**src/rtl/core_pkg.sv**
```systemverilog
// Shared core definitions: M-unit stall FSM encoding, func3 decode index and register constants.
package core_pkg;

    typedef enum logic [1:0] {
        IDLE      = 2'd0,
        MDIV_BUSY = 2'd1,
        MDIV_DONE = 2'd2
    } mdiv_state_e;

    localparam int         FUNC3_DIVREM_BIT = 2;
    localparam logic [4:0] REG_X0           = 5'd0;
    localparam int         MDIV_CNT_W       = 4;

    // Busy-counter preload for an M op of the given EX latency.
    function automatic logic [MDIV_CNT_W-1:0] mdiv_cnt_load(input int lat);
        return MDIV_CNT_W'(lat - 2);
    endfunction

endpackage

```
**src/rtl/mdiv_stall_fsm.sv**
```systemverilog
// Multi-cycle M-extension occupancy tracker: state register plus busy counter.
// hold_o is Mealy in IDLE so the front end freezes in the very cycle the op enters EX.
module mdiv_stall_fsm
    import core_pkg::*;
#(
    parameter int DIV_LATENCY = 8,
    parameter int MUL_LATENCY = 2
) (
    input  logic clk_i,
    input  logic rst_ni,
    input  logic muldiv_i,
    input  logic divrem_i,
    output logic hold_o,
    output logic busy_o
);

    localparam logic [MDIV_CNT_W-1:0] DIV_LOAD   = mdiv_cnt_load(DIV_LATENCY);
    localparam logic [MDIV_CNT_W-1:0] MUL_LOAD   = mdiv_cnt_load(MUL_LATENCY);
    localparam bit                    MUL_STALLS = (MUL_LATENCY > 1);

    mdiv_state_e           state_q, state_d;
    logic [MDIV_CNT_W-1:0] cnt_q, cnt_d;

    always_ff @(posedge clk_i or negedge rst_ni) begin
        if (!rst_ni) begin
            state_q <= IDLE;
            cnt_q   <= '0;
        end else begin
            state_q <= state_d;
            cnt_q   <= cnt_d;
        end
    end

    always_comb begin
        state_d = state_q;
        cnt_d   = cnt_q;
        hold_o  = 1'b0;
        case (state_q)
            IDLE: begin
                if (muldiv_i && (divrem_i || MUL_STALLS)) begin
                    state_d = MDIV_BUSY;
                    cnt_d   = divrem_i ? DIV_LOAD : MUL_LOAD;
                    hold_o  = 1'b1;
                end
            end
            MDIV_BUSY: begin
                hold_o = 1'b1;
                // Leave on the last count so the DONE cycle is the op's final EX cycle;
                // a zero preload still spends one cycle here.
                if (cnt_q <= MDIV_CNT_W'(1)) begin
                    state_d = MDIV_DONE;
                    cnt_d   = '0;
                end else begin
                    cnt_d = cnt_q - MDIV_CNT_W'(1);
                end
            end
            MDIV_DONE: begin
                state_d = IDLE;
            end
            default: begin
                state_d = IDLE;
                cnt_d   = '0;
            end
        endcase
    end

    assign busy_o = (state_q != IDLE);

endmodule

```
**src/rtl/hazard_stall_ctrl.sv**
```systemverilog
// Pipeline hazard/stall controller: load-use bubbles, M-unit holds, redirect flushes.
// Define HAZARD_PERF_CNT_EN to add saturating perf counters (Perf_LoadUse, Perf_MDIV, Perf_Flush).
module hazard_stall_ctrl
    import core_pkg::*;
#(
    parameter int DIV_LATENCY = 8,
    parameter int MUL_LATENCY = 2
`ifdef HAZARD_PERF_CNT_EN
    ,
    parameter int PERF_W = 32
`endif
) (
    input  logic       CLK,
    input  logic       Reset,
    input  logic [4:0] ID_rs1,
    input  logic [4:0] ID_rs2,
    input  logic       ID_Uses_rs1,
    input  logic       ID_Uses_rs2,
    input  logic       EX_Mem_Read,
    input  logic [4:0] EX_WriteAddress,
    input  logic       EX_MulDiv,
    input  logic [2:0] EX_func3,
    input  logic       EX_Redirect,
    output logic       STALL,
    output logic       PC_Hold,
    output logic       IF_ID_Hold,
    output logic       IF_ID_Flush,
    output logic       EX_Hold,
    output logic       MDIV_Busy
`ifdef HAZARD_PERF_CNT_EN
    ,
    output logic [PERF_W-1:0] Perf_LoadUse,
    output logic [PERF_W-1:0] Perf_MDIV,
    output logic [PERF_W-1:0] Perf_Flush
`endif
);

    logic mdiv_hold;
    logic mdiv_busy;
    logic load_use;
    logic unused_func3;

    assign unused_func3 = ^EX_func3[1:0];

    mdiv_stall_fsm #(
        .DIV_LATENCY(DIV_LATENCY),
        .MUL_LATENCY(MUL_LATENCY)
    ) u_mdiv_fsm (
        .clk_i   (CLK),
        .rst_ni  (Reset),
        .muldiv_i(EX_MulDiv),
        .divrem_i(EX_func3[FUNC3_DIVREM_BIT]),
        .hold_o  (mdiv_hold),
        .busy_o  (mdiv_busy)
    );

    // if-based decode: an unknown compare falls to the no-hazard branch.
    always_comb begin
        load_use = 1'b0;
        if (EX_Mem_Read && (EX_WriteAddress != REG_X0)) begin
            if (ID_Uses_rs1 && (ID_rs1 == EX_WriteAddress)) load_use = 1'b1;
            if (ID_Uses_rs2 && (ID_rs2 == EX_WriteAddress)) load_use = 1'b1;
        end
    end

    always_comb begin
        STALL       = 1'b0;
        PC_Hold     = 1'b0;
        IF_ID_Hold  = 1'b0;
        IF_ID_Flush = 1'b0;
        EX_Hold     = 1'b0;
        MDIV_Busy   = 1'b0;
        if (!Reset) begin
            STALL = 1'b1;
        end else begin
            MDIV_Busy = mdiv_busy;
            if (mdiv_hold) begin
                EX_Hold    = 1'b1;
                PC_Hold    = 1'b1;
                IF_ID_Hold = 1'b1;
            end else if (EX_Redirect) begin
                IF_ID_Flush = 1'b1;
                STALL       = 1'b1;
            end else if (load_use) begin
                STALL      = 1'b1;
                PC_Hold    = 1'b1;
                IF_ID_Hold = 1'b1;
            end
        end
    end

`ifdef HAZARD_PERF_CNT_EN
    // STALL together with PC_Hold only arises from the load-use branch.
    logic [2:0] perf_evt;
    assign perf_evt = {IF_ID_Flush, EX_Hold, STALL & PC_Hold};

    for (genvar gi = 0; gi < 3; gi++) begin : g_perf
        logic [PERF_W-1:0] cnt_q;
        always_ff @(posedge CLK or negedge Reset) begin
            if (!Reset) begin
                cnt_q <= '0;
            end else if (perf_evt[gi] && (cnt_q != '1)) begin
                cnt_q <= cnt_q + PERF_W'(1);
            end
        end
    end

    assign Perf_LoadUse = g_perf[0].cnt_q;
    assign Perf_MDIV    = g_perf[1].cnt_q;
    assign Perf_Flush   = g_perf[2].cnt_q;
`endif

endmodule

```
**config.mk**
```make
export PLATFORM = sky130hd
export DESIGN_NAME = hazard_stall_ctrl
export DESIGN_NICKNAME = d
export VERILOG_FILES = /design/src/rtl/core_pkg.sv /design/src/rtl/mdiv_stall_fsm.sv /design/src/rtl/hazard_stall_ctrl.sv
export SDC_FILE = /design/constraint.sdc
export NUM_CORES = 1
export LEC_CHECK = 0
export ABC_AREA = 1
export ABC_CLOCK_PERIOD_IN_PS = 1580
export BUFFER_PORTS_ARGS = -buffer_cell sky130_fd_sc_hd__buf_2
export CAP_MARGIN = 15
export CORE_UTILIZATION = 39
export CTS_CLUSTER_DIAMETER = 60
export CTS_CLUSTER_SIZE = 8
export DETAILED_ROUTE_END_ITERATION = 6
export PLACE_DENSITY = 0.73
export SLEW_MARGIN = 20
export SYNTH_ARGS = -nofsm -noshare
export SYNTH_HDL_FRONTEND = slang
export SYNTH_SLANG_ARGS = --single-unit
```
**constraint.sdc**
```tcl
create_clock -name CLK -period 1.58 [get_ports CLK]
set_clock_uncertainty 0.05 [all_clocks]
set_input_delay 0.079 -clock CLK [delete_from_list [all_inputs] [get_ports CLK]]
set_output_delay 0.079 -clock CLK [all_outputs]
set_load 0.1 [all_outputs]
```
==> run_results.csv, run 1 <==
group,metric,value,unit
run_status,status,"complete, no violations",
power,fin_total_pwr,0.00152,W
power,intPower,0.000692,W
setup_path,cp_cell_sequence,"inv_2 > nor2_4 > inv_1 > nand2_2 > nand2_2 > inv_2 > a21oi_4 > buf_12",
cells_and_area,diodes,0,
drt,drt-total-wl,1370,µm
flow_run,cap_violations,0,
yosys,yosys_warnings,0,
drt,routedWlPerCell,9.03,µm
timing,slew_violations,0,
floorplanning,rows,13,
power,p_switching,0.000832,W
cells_and_area,fin_nets,166,
drt,vias,692,
global_route,grtUsageTotal,0.184,
worst_hold_path,worstHoldPathCells,3,
power,clkPwrFrac,0.092,
setup_path,reg2reg_from,"u_mdiv_fsm.cnt_q[0]$_DFFE_PN0P_",
cells_and_area,fin_area,896,µm²
yosys,syn_nets,132,
power,seq_power_share,0.182,
drt,drt-pass1-iter-count,4,
floorplanning,ioPinCount,31,
power,power_density,1700,mW/mm²
global_route,grt.overflow.total,0,
setup_path,r2r_setup_slack,0.17,ns
setup_path,reg2reg_depth,7,
timing,worst_pin_slew,0.487,ns
cells_and_area,drive_above_1_share,0.387,
floorplanning,placeableCoreArea,0.00137,mm²
floorplanning,die_y,41.3,µm
setup_path,max_stage_delay,0.38,ns
setup_path,crit_path_end_kind,"output port",
floorplanning,dieArea,0.00171,mm²
placed_design,routabilityCongestion,0.766,
setup_path,critPathSlowestCell,"dfrtp_1",
setup_path,cp-start-kind,"flop",
clocking,htree_levels,1,
setup_path,worstSetupPathType,"flop to output port",
placed_design,placement.io_buffers,28,
yosys,synth_area_per_cell,5.74,µm²
yosys,syn_area,603,µm²
drt,drcViolationCount,0,
clocking,root_buffer,"clkbuf_4",
clocking,numCtsBuffers,3,
yosys,ys_ff_latch,6,
timing,rsz0062_at_grt,"no",
floorplanning,initial_utilization,0.441,
timing,fmax,677,MHz
cells_and_area,area_growth,48.5,%
drt,drt_iter0_markers,7,
clocking,clock_sinks,6,
power,comb_power_share,0.727,
power,leakagePower,0.533,nW
power,switching_share,0.546,
placed_design,placed_area,845,µm²
global_route,grt_pass1_wl,2050,µm
global_route,grt_pass1_vias,584,
placed_design,placed_cells,147,
timing,fin_crit_sh,0.935,
clocking,clkTransAtPathRegs,0.04,ns
clocking,clock_latency,0.24,ns
power,irDropWorstVdd,1040,µV
placed_design,place_hpwl,1150,µm
worst_hold_path,holdPathEnd,"u_mdiv_fsm.state_q[0]$_DFFE_PN0P_",
setup_path,crit_fanout,3,
timing,period_needed,1.48,ns
setup_path,required,1.45,ns
worst_hold_path,worst_hold_startpoint,"EX_MulDiv",
global_route,grt_max_degree,8,
timing,finalHoldViolations,0,
clocking,clock_path_buffers,2,
setup_path,rr_endpoint,"u_mdiv_fsm.cnt_q[1]$_DFFE_PN0P_",
clocking,cts_tree,"yes",
yosys,yosysSeqAreaShare,0.249,
global_route,antenna_found_initial,0,
yosys,syn_inst,105,
floorplanning,dieWidth,41.3,µm
timing,setup_violations,0,
yosys,synthDistinctLibCells,19,
drt,via_per_inst,4.55,
drt,antenna_left,0,
timing,relSlewSlack,0.677,
worst_hold_path,min_path_type,"input port to flop",
setup_path,critical_path_arrival,1.35,ns
cells_and_area,fin_cells,152,
-- power groups by stage --
| stage | Combinational, W | Sequential [W] | Clock (W) |
|---|---|---|---|
| floorplan | 0.000783 | 0.000262 | 0 |
| global placement | 0.00104 | 0.000269 | 0 |
| detailed placement | 0.00106 | 0.000272 | 0 |
| CTS | 0.00107 | 0.000270 | 0.000143 |
| global route | 0.00119 | 0.000283 | 0.000156 |
| finish | 0.00111 | 0.000277 | 0.000140 |
-- registers in the layout, indices dropped and copies added, names as in the netlist --
signal,flops
u_mdiv_fsm.cnt_q,4
u_mdiv_fsm.state_q,2
-- timing repair --
action                                  4_1_cts  5_1_grt
setup buffers                                 0        1
endpoints found under the setup margin        1        4
pin swaps                                     0        0
gates resized for setup                       1        4
endpoints found under the hold margin         6        0
hold buffers                                  1        0
-- layout make-up --
| cell class | count | area (µm²) |
|---|---|---|
| Inverter | 23 | 86.3 |
| Tap cell | 15 | 18.8 |
| Sequential cell | 6 | 151 |
| Fill cell | 125 | 470 |
| Clock buffer | 3 | 22.5 |
| Multi-Input combinational cell | 75 | 384 |
| Timing Repair Buffer | 30 | 233 |
-- cell families after synthesis --
kind of cell | after synthesis | synth area share
compound gates | 9 | 0.0934
fa+ha+maj | 2 | 0.0415
xor+xnor | 2 | 0.0291
flops | 6 | 0.249
simple gates | 62 | 0.432
buf+inv | 24 | 0.156
-- stage by stage --
| stage | utilization | setup TNS (ns) | hold WS [ns] | setup slack, ns |
|---|---|---|---|---|
| global route | 0.656 | 0 | 0.0385 | 0.0104 |
| finish | 0.656 | 0 | 0.0328 | 0.103 |
| CTS | 0.642 | 0 | 0.0282 | 0.0229 |
| global placement | 0.618 | 0 | -0.124 | 0.242 |
| detailed placement | 0.618 | 0 | -0.123 | 0.181 |
| floorplan | - | -0.434 | -0.267 | -0.362 |
-- worst max-delay path by stage --
| stage | startpoint | end | slack (ns) | cells after the start |
|---|---|---|---|---|
| 2_1_floorplan | u_mdiv_fsm.state_q[0]$_DFFE_PN0P_ | STALL | -0.36 | 7 |
| 3_3_place_gp | u_mdiv_fsm.cnt_q[0]$_DFFE_PN0P_ | u_mdiv_fsm.cnt_q[1]$_DFFE_PN0P_ | 0.24 | 7 |
| 3_5_place_dp | u_mdiv_fsm.cnt_q[0]$_DFFE_PN0P_ | u_mdiv_fsm.cnt_q[1]$_DFFE_PN0P_ | 0.18 | 7 |
| 4_1_cts | u_mdiv_fsm.state_q[0]$_DFFE_PN0P_ | STALL | 0.02 | 8 |
| 5_1_grt | u_mdiv_fsm.state_q[0]$_DFFE_PN0P_ | STALL | 0.01 | 8 |
| 6_report | u_mdiv_fsm.state_q[0]$_DFFE_PN0P_ | STALL | 0.10 | 8 |
-- critical path: cells and delay by family, from the launching register on --
family / cells / cell delay (ns)
buf+inv: 4 / 0.41
flops: 1 / 0.38
simple gates: 3 / 0.18
compound gates: 1 / 0.13
-- layer usage --
layer | up-vias | global-route usage | part of all wire
met5 | - | 0 | 0
met3 | 2 | 0.0319 | 0.050
li1 | 380 | - | -
met2 | 19 | 0.367 | 0.51
met1 | 291 | 0.184 | 0.44
met4 | 0 | 0.0726 | 0.0044
-- cell usage after synthesis --
cell	count	area, µm²
nand2_1	40	150
inv_1	16	60.1
nor2_1	11	41.3
inv_2	7	26.3
dfrtp_1	6	150
nand3_1	4	20.0
o21ai_1	4	20.0
nor2_2	3	18.8
ha_1	2	25.0
nand4_1	2	12.5
o21ai_0	2	10.0
a21oi_1	1	5.00
a21oi_2	1	8.76
buf_4	1	7.51
nand2_2	1	6.26
nand2_4	1	11.3
o211ai_2	1	12.5
xnor2_1	1	8.76
xor2_1	1	8.76
-- cells in the final DEF (no fill, tap or decap), drive strengths merged --
| master | count |
|---|---|
| nand2 | 42 |
| buf | 29 |
| inv | 23 |
| nor2 | 14 |
| dfrtp | 6 |
| o21ai | 6 |
| nand3 | 4 |
| clkbuf | 3 |
| nand4 | 2 |
| ha | 2 |
| a21oi | 2 |
| o211ai | 1 |
| xor2 | 1 |
| xnor2 | 1 |
| dlygate4sd3 | 1 |
Power figures use the tool's default switching activity.
==> inputs of run 2 (changes only) <==
--- a/config.mk
+++ b/config.mk
@@ -9,11 +9,14 @@
 export ABC_CLOCK_PERIOD_IN_PS = 1580
 export BUFFER_PORTS_ARGS = -buffer_cell sky130_fd_sc_hd__buf_2
 export CAP_MARGIN = 15
-export CORE_UTILIZATION = 39
+export CELL_PAD_IN_SITES_DETAIL_PLACEMENT = 2
+export CELL_PAD_IN_SITES_GLOBAL_PLACEMENT = 2
+export CORE_ASPECT_RATIO = 2
+export CORE_UTILIZATION = 20
 export CTS_CLUSTER_DIAMETER = 60
 export CTS_CLUSTER_SIZE = 8
 export DETAILED_ROUTE_END_ITERATION = 6
-export PLACE_DENSITY = 0.73
+export PLACE_DENSITY = 0.79
 export SLEW_MARGIN = 20
 export SYNTH_ARGS = -nofsm -noshare
 export SYNTH_HDL_FRONTEND = slang
==> constraint.sdc (replaced) <==
create_clock -name CLK -period 1.58 [get_ports CLK]
set_clock_uncertainty 0.05 [all_clocks]
set_input_delay 0.316 -clock CLK [delete_from_list [all_inputs] [get_ports CLK]]
set_output_delay 0.316 -clock CLK [all_outputs]
set_load 0.1 [all_outputs]
==> run 2 against run 1 <==
The run now ends with negative setup slack left. Sequential share of layout area is 4.1 points lower. Register-to-register slack worse by 0.05 ns. Wire length is 92% higher. Die area is 90% higher. Fmax is 12% lower. Final area is 32% higher. Utilization is 23 points lower. Critical path type unchanged. Cell count is 18% higher. Critical endpoint unchanged. Count of clock-buffer cells in the layout stayed put. Largest power group unchanged. Setup slack worse by 0.21 ns.
==> run_results.csv, run 2 (same netlist as run 1, synthesis figures left out) <==
group,metric,value,unit
run_status,status,"finished with violations",
run_status,violations,"negative setup slack",
cells_and_area,top_regs,"u_mdiv_fsm.cnt_q: 4 flops, u_mdiv_fsm.state_q: 2 flops",
setup_path,crit_path_end_kind,"output port",
floorplanning,die_y,79.7,µm
floorplanning,dieArea,0.00325,mm²
clocking,clkTransAtPathRegs,0.04,ns
drt,routedWlPerCell,14.6,µm
setup_path,cp_cell_sequence,"inv_2 > nor2_4 > inv_2 > nand2_4 > nand2_4 > inv_4 > a21oi_4 > buf_12",
setup_path,cp-start-kind,"flop",
timing,fin_crit_sh,1.06,
timing,worst_pin_slew,0.313,ns
power,intPower,0.00105,W
cells_and_area,regMostFlops,"u_mdiv_fsm.cnt_q",
clocking,clock_path_buffers,2,
global_route,grt.overflow.total,0,
power,clkPwrFrac,0.117,
floorplanning,rows,27,
drt,drcViolationCount,0,
cells_and_area,n_fill_cell,342,
setup_path,worstSetupPathType,"flop to output port",
setup_path,crit_fanout,2,
placed_design,placed_cells,167,
clocking,clock_latency,0.24,ns
clocking,htree_levels,1,
placed_design,routabilityCongestion,0.651,
drt,via_per_inst,4.58,
timing,worst_slack,-0.102,ns
power,leakagePower,0.639,nW
clocking,clock_sinks,6,
floorplanning,dieWidth,40.8,µm
setup_path,required,1.21,ns
floorplanning,placeableCoreArea,0.00280,mm²
clocking,root_buffer,"clkbuf_8",
floorplanning,initial_utilization,0.215,
power,comb_power_share,0.750,
timing,period_needed,1.68,ns
placed_design,place_hpwl,1940,µm
global_route,grtUsageTotal,0.190,
flow_run,cap_violations,0,
timing,slew_violations,0,
setup_path,critical_path_arrival,1.32,ns
worst_hold_path,min_path_type,"input port to async pin",
cells_and_area,fin_area,0.00119,mm²
power,p_switching,0.00107,W
power,irDropWorstVdd,875,µV
setup_path,path_buf_inv,4,
drt,antenna_left,0,
clocking,cts_tree,"yes",
cells_and_area,fin_nets,180,
timing,fmax,595,MHz
global_route,grt_pass1_vias,957,
setup_path,crit_family,"buffers and inverters",
placed_design,placed_area,927,µm²
cells_and_area,area_growth,96.7,%
drt,drt-pass1-iter-count,3,
cells_and_area,final_cell_mix,"nand2_1 (30), buf_2 (15), buf_4 (15), inv_1 (12)",
power,seq_power_share,0.133,
timing,setup_violations,6,
setup_path,max_stage_delay,0.38,ns
timing,relSlewSlack,0.790,
floorplanning,ioPinCount,31,
timing,finalHoldViolations,0,
clocking,numCtsBuffers,3,
cells_and_area,drive_above_1_share,0.550,
power,power_density,1780,mW/mm²
cells_and_area,final_common_cell,"nand2_1",
cells_and_area,largest_register_ffs,4,
setup_path,critPathSlowestCell,"dfrtp_1",
drt,drt_iter0_markers,16,
power,switching_share,0.505,
global_route,grt_max_degree,8,
global_route,grt_pass1_wl,4130,µm
placed_design,placement.io_buffers,28,
cells_and_area,fin_cells,180,
drt,vias,825,
cells_and_area,diodes,0,
timing,rsz0062_at_grt,"yes",
drt,drt-total-wl,2640,µm
global_route,antenna_found_initial,0,
-- run 2: cell types whose count changed in the layout (fill, tap and decap cells not counted), moves of 3 or more --
cell,previous run,this run
nand2_4,1,4
nor2_4,1,5
nand2_2,4,8
nor2_1,9,6
buf_2,23,15
buf_6,0,7
clkbuf_8,0,3
nand2_1,37,30
buf_4,1,15
inv_4,0,3
inv_1,15,12
clkbuf_4,3,0
-- run 2: per-stage QoR --
| stage | worst slack, ns | hold WS [ns] | util | power, W | setup TNS (ns) |
|---|---|---|---|---|---|
| final | -0.102 | 0.00451 | 0.423 | 0.00211 | -0.425 |
| after global routing | -0.158 | 0.0155 | 0.423 | 0.00225 | -0.755 |
| after CTS | -0.0958 | 0.00323 | 0.406 | 0.00204 | -0.381 |
| after detailed placement | -0.140 | 0.0826 | 0.331 | 0.00148 | -0.387 |
| after global placement | -0.0757 | 0.0794 | 0.331 | 0.00142 | -0.177 |
| after floorplan | -0.599 | -0.0296 | - | 0.00106 | -1.27 |
-- run 2: layout make-up --
type / count / area, µm² / area share
multi-input combinational: 75 / 467 / 0.393
timing repair buffer: 44 / 397 / 0.334
sequential: 6 / 151 / 0.128
inverter: 23 / 93.8 / 0.0791
clock buffer: 3 / 41.3 / 0.0348
tap: 29 / 36.3 / 0.0306
-- run 2: routing by layer --
layer  vias to the layer above  track usage  part of all wire  wire (µm)
li1                        402            -                 -          -
met1                       391        0.149              0.31        824
met2                        29        0.389              0.63       1660
met3                         3       0.0279             0.042        110
met4                         0       0.0700             0.016         41
met5                         -            0                 0          0
-- run 2: timing repair --
item                                    in CTS  in global routing
hold buffers                                 1                  0
setup buffers                               10                  1
endpoints found under the setup margin       5                  9
gates resized for setup                     25                 16
endpoints found under the hold margin        2                  0
pin swaps                                   18                 17
-- run 2: final timing paths --
kind | from | endpoint | slack, ns | depth (start not counted)
hold / removal | Reset | u_mdiv_fsm.cnt_q[0]$_DFFE_PN0P_ | 0.005 | 2
setup reg to reg | u_mdiv_fsm.cnt_q[0]$_DFFE_PN0P_ | u_mdiv_fsm.cnt_q[1]$_DFFE_PN0P_ | 0.12 | 7
hold reg to reg | u_mdiv_fsm.cnt_q[3]$_DFFE_PN0P_ | u_mdiv_fsm.cnt_q[3]$_DFFE_PN0P_ | 0.55 | 2
max in group asynchronous | Reset | u_mdiv_fsm.state_q[1]$_DFFE_PN0P_ | 0.88 | 2
setup / recovery | u_mdiv_fsm.state_q[0]$_DFFE_PN0P_ | STALL | -0.10 | 8
min in group CLK | EX_MulDiv | u_mdiv_fsm.state_q[0]$_DFFE_PN0P_ | 0.29 | 3
-- run 2: worst reg2reg max path: stages (launching register included) --
cell and delay, ns:
dfrtp_1 0.35, inv_1 0.09, ha_1 0.25, o211ai_4 0.21, nand2_2 0.12, o21ai_1 0.14, nand2_1 0.06, o21ai_1 0.09
-- run 2: power groups by stage --
stage | clock, W | combinational [W] | sequential [W]
final | 0.000247 | 0.00159 | 0.000281
after floorplan | 0 | 0.000794 | 0.000262
after global routing | 0.000255 | 0.00171 | 0.000286
after detailed placement | 0 | 0.00120 | 0.000274
after CTS | 0.000240 | 0.00153 | 0.000276
after global placement | 0 | 0.00116 | 0.000266
==> inputs of run 3 (changes only) <==
--- a/config.mk
+++ b/config.mk
@@ -12,12 +12,13 @@
 export CELL_PAD_IN_SITES_DETAIL_PLACEMENT = 2
 export CELL_PAD_IN_SITES_GLOBAL_PLACEMENT = 2
 export CORE_ASPECT_RATIO = 2
-export CORE_UTILIZATION = 20
+export CORE_UTILIZATION = 21
 export CTS_CLUSTER_DIAMETER = 60
 export CTS_CLUSTER_SIZE = 8
 export DETAILED_ROUTE_END_ITERATION = 6
-export PLACE_DENSITY = 0.79
+export PLACE_DENSITY = 0.81
 export SLEW_MARGIN = 20
 export SYNTH_ARGS = -nofsm -noshare
 export SYNTH_HDL_FRONTEND = slang
+export SYNTH_HIERARCHICAL = 1
 export SYNTH_SLANG_ARGS = --single-unit
==> run 3 against run 2 <==
The run still ends with negative setup slack left. Die area grew 6.1%. Utilization fell by 3.7 points. Sequential power rose by 8.5%. Synthesized cell count up 19%. Critical path depth increased by 1. Clock power is 6% lower. First-iteration DRC count down 88%.
==> run_results.csv, run 3 <==
group,metric,value,unit
yosys,syn_nets,152,
placed_design,placed_cells,193,
yosys,syn_area,673,µm²
timing,setup_violations,6,
global_route,grt_pass1_vias,1089,
cells_and_area,n_fill_cell,394,
power,intPower,0.00105,W
cells_and_area,final_common_cell,"nand2_1",
setup_path,worstSetupPathType,"flop to output port",
placed_design,placement.io_buffers,28,
cells_and_area,drive_above_1_share,0.430,
power,seq_power_share,0.140,
cells_and_area,utilization,0.386,
cells_and_area,regArea,151,µm²
floorplanning,die_y,82.1,µm
power,leakagePower,0.701,nW
power,switching_share,0.519,
setup_path,required,1.21,ns
timing,holdWs,0.00323,ns
yosys,yosys_warnings,6,
clocking,htree_levels,1,
timing,finalHoldViolations,0,
cells_and_area,diodes,0,
global_route,antenna_found_initial,0,
yosys,synth_top_cell_by_area,"nand2_1",
power,comb_power_share,0.753,
floorplanning,dieWidth,42.0,µm
yosys,synth_edf_count,0,
cells_and_area,regMostFlops,"u_mdiv_fsm/cnt_q",
setup_path,crit_path_end_kind,"output port",
run_status,violations,"negative setup slack",
yosys,syn_inst,125,
placed_design,routabilityCongestion,0.761,
timing,slew_violations,0,
clocking,clkTransAtPathRegs,0.04,ns
clocking,clock_sinks,6,
timing,fin_crit_sh,1.23,
cells_and_area,multi_input_area,442,µm²
timing,rsz0062_at_grt,"yes",
yosys,synth_top_area_share,0.284,
clocking,cts_tree,"yes",
floorplanning,dieArea,0.00345,mm²
placed_design,place_hpwl,2490,µm
drt,drt-pass1-iter-count,2,
global_route,grt_max_degree,9,
timing,relSlewSlack,0.852,
power,clkPwrFrac,0.107,
clocking,clock_path_buffers,2,
power,power_density,1870,mW/mm²
timing,worst_pin_slew,0.222,ns
global_route,grt.overflow.total,0,
drt,drcViolationCount,0,
power,p_switching,0.00113,W
setup_path,critical_path_arrival,1.58,ns
drt,drt-total-wl,2880,µm
yosys,synthMostInstantiatedCell,"nand2_1",
clocking,numCtsBuffers,3,
drt,antenna_left,0,
global_route,grtUsageTotal,0.176,
drt,via_per_inst,4.58,
cells_and_area,fin_nets,201,
drt,routedWlPerCell,14.3,µm
clocking,root_buffer,"clkbuf_8",
timing,worst_slack,-0.367,ns
yosys,ys_ff_latch,6,
yosys,ys.flop_type,"dfrtp_1",
yosys,synthTopCellsByArea,"nand2_1 (28%), dfrtp_1 (22%), inv_1 (16%)",
timing,fmax,514,MHz
cells_and_area,largest_register_ffs,4,
floorplanning,placeableCoreArea,0.00301,mm²
cells_and_area,final_cell_mix,"nand2_1 (48), inv_1 (23), buf_2 (22), buf_4 (15), nor2_1 (11)",
run_status,status,"finished with violations",
yosys,async_flop_share,1.00,
setup_path,reg2reg_from,"u_mdiv_fsm/cnt_q[0]$_DFFE_PN0P_",
global_route,grt_pass1_wl,4550,µm
setup_path,crit_path_start,"u_mdiv_fsm/state_q[0]$_DFFE_PN0P_",
cells_and_area,fin_cells,202,
yosys,yosysSeqAreaShare,0.223,
yosys,synthDistinctLibCells,16,
timing,period_needed,1.95,ns
setup_path,cp-start-kind,"flop",
worst_hold_path,min_path_type,"input port to async pin",
clocking,cts-hold-fix-buffers,0,
drt,vias,925,
floorplanning,rows,28,
yosys,synth_area_per_cell,5.39,µm²
power,irDropWorstVdd,895,µV
cells_and_area,area_growth,72.9,%
floorplanning,ioPinCount,31,
setup_path,crit_fanout,2,
floorplanning,initial_utilization,0.223,
clocking,clock_latency,0.22,ns
flow_run,cap_violations,0,
yosys,synthTopCellsByCount,"nand2_1 (51), inv_1 (28), nor2_1 (13)",
power,fin_total_pwr,0.00218,W
drt,drt_iter0_markers,2,
cells_and_area,top_regs,"u_mdiv_fsm/cnt_q: 4 flops, u_mdiv_fsm/state_q: 2 flops",
==> run 3: final cells by class <==
cell class                 count  area share
inverter                      32       0.109
timing repair buffer          45       0.314
tap                           30      0.0323
sequential                     6       0.130
clock buffer                   3      0.0355
multi-input combinational     86       0.380
==> run 3: worst max-delay path, stage by stage (launching register included) <==
cell	delay [ns]
dfrtp_1	0.36
inv_2	0.06
nor2_4	0.13
inv_2	0.07
nand2_4	0.07
inv_4	0.04
a21oi_4	0.14
inv_2	0.06
a21oi_4	0.20
buf_12	0.21
==> run 3: logic make-up (layout without fill, tap and decap cells) <==
group	Yosys count	in the layout	synth area share
AND/OR/NAND/NOR	78	78	0.483
buffers and inverters	33	80	0.190
AO/OA/AOI/OAI	6	6	0.0669
flip-flops	6	6	0.223
adder cells (fa/ha/maj)	2	2	0.0372
==> run 3: through the flow <==
stage | instance area, µm² | worst slack (ns) | TNS (ns)
CTS | 1110 | -0.361 | -1.40
finish | 1160 | -0.367 | -1.59
detailed placement | 1040 | -0.267 | -0.743
floorplan | 711 | -0.586 | -1.32
global route | 1160 | -0.411 | -1.90
global placement | 1040 | -0.167 | -0.463
==> run 3: path summary, 6_finish.rpt <==
kind / slack [ns] / endpoint / cells after the start
hold / removal: 0.003 / u_mdiv_fsm/state_q[0]$_DFFE_PN0P_ / 2
setup / recovery: -0.37 / PC_Hold / 9
max in group asynchronous: 1.33 / u_mdiv_fsm/state_q[1]$_DFFE_PN0P_ / 2
hold reg to reg: 0.47 / u_mdiv_fsm/cnt_q[0]$_DFFE_PN0P_ / 1
setup reg to reg: 0.21 / u_mdiv_fsm/cnt_q[1]$_DFFE_PN0P_ / 9
min in group CLK: 0.33 / u_mdiv_fsm/state_q[0]$_DFFE_PN0P_ / 3
==> run 3: power by group through the flow <==
stage,clock [W],sequential (W),combinational (W)
6_report,0.000233,0.000305,0.00164
4_1_cts,0.000236,0.000304,0.00153
2_1_floorplan,0,0.000282,0.000922
3_5_place_dp,0,0.000307,0.00146
3_3_place_gp,0,0.000300,0.00137
5_1_grt,0.000245,0.000318,0.00176
==> run 3: routing by layer <==
metal,vias up,global-route usage,part of all wire
li1,454,-,-
met1,444,0.133,0.29
met2,23,0.417,0.68
met3,4,0.0264,0.026
met4,0,0.0375,0.0073
met5,-,0,0
==> run 3: repair_timing <==
| action | 4_1_cts | 5_1_grt |
|---|---|---|
| gates resized for setup | 4 | 7 |
| setup endpoints to repair | 5 | 6 |
| pin swaps | 2 | 1 |
| buffers inserted | 2 | 4 |
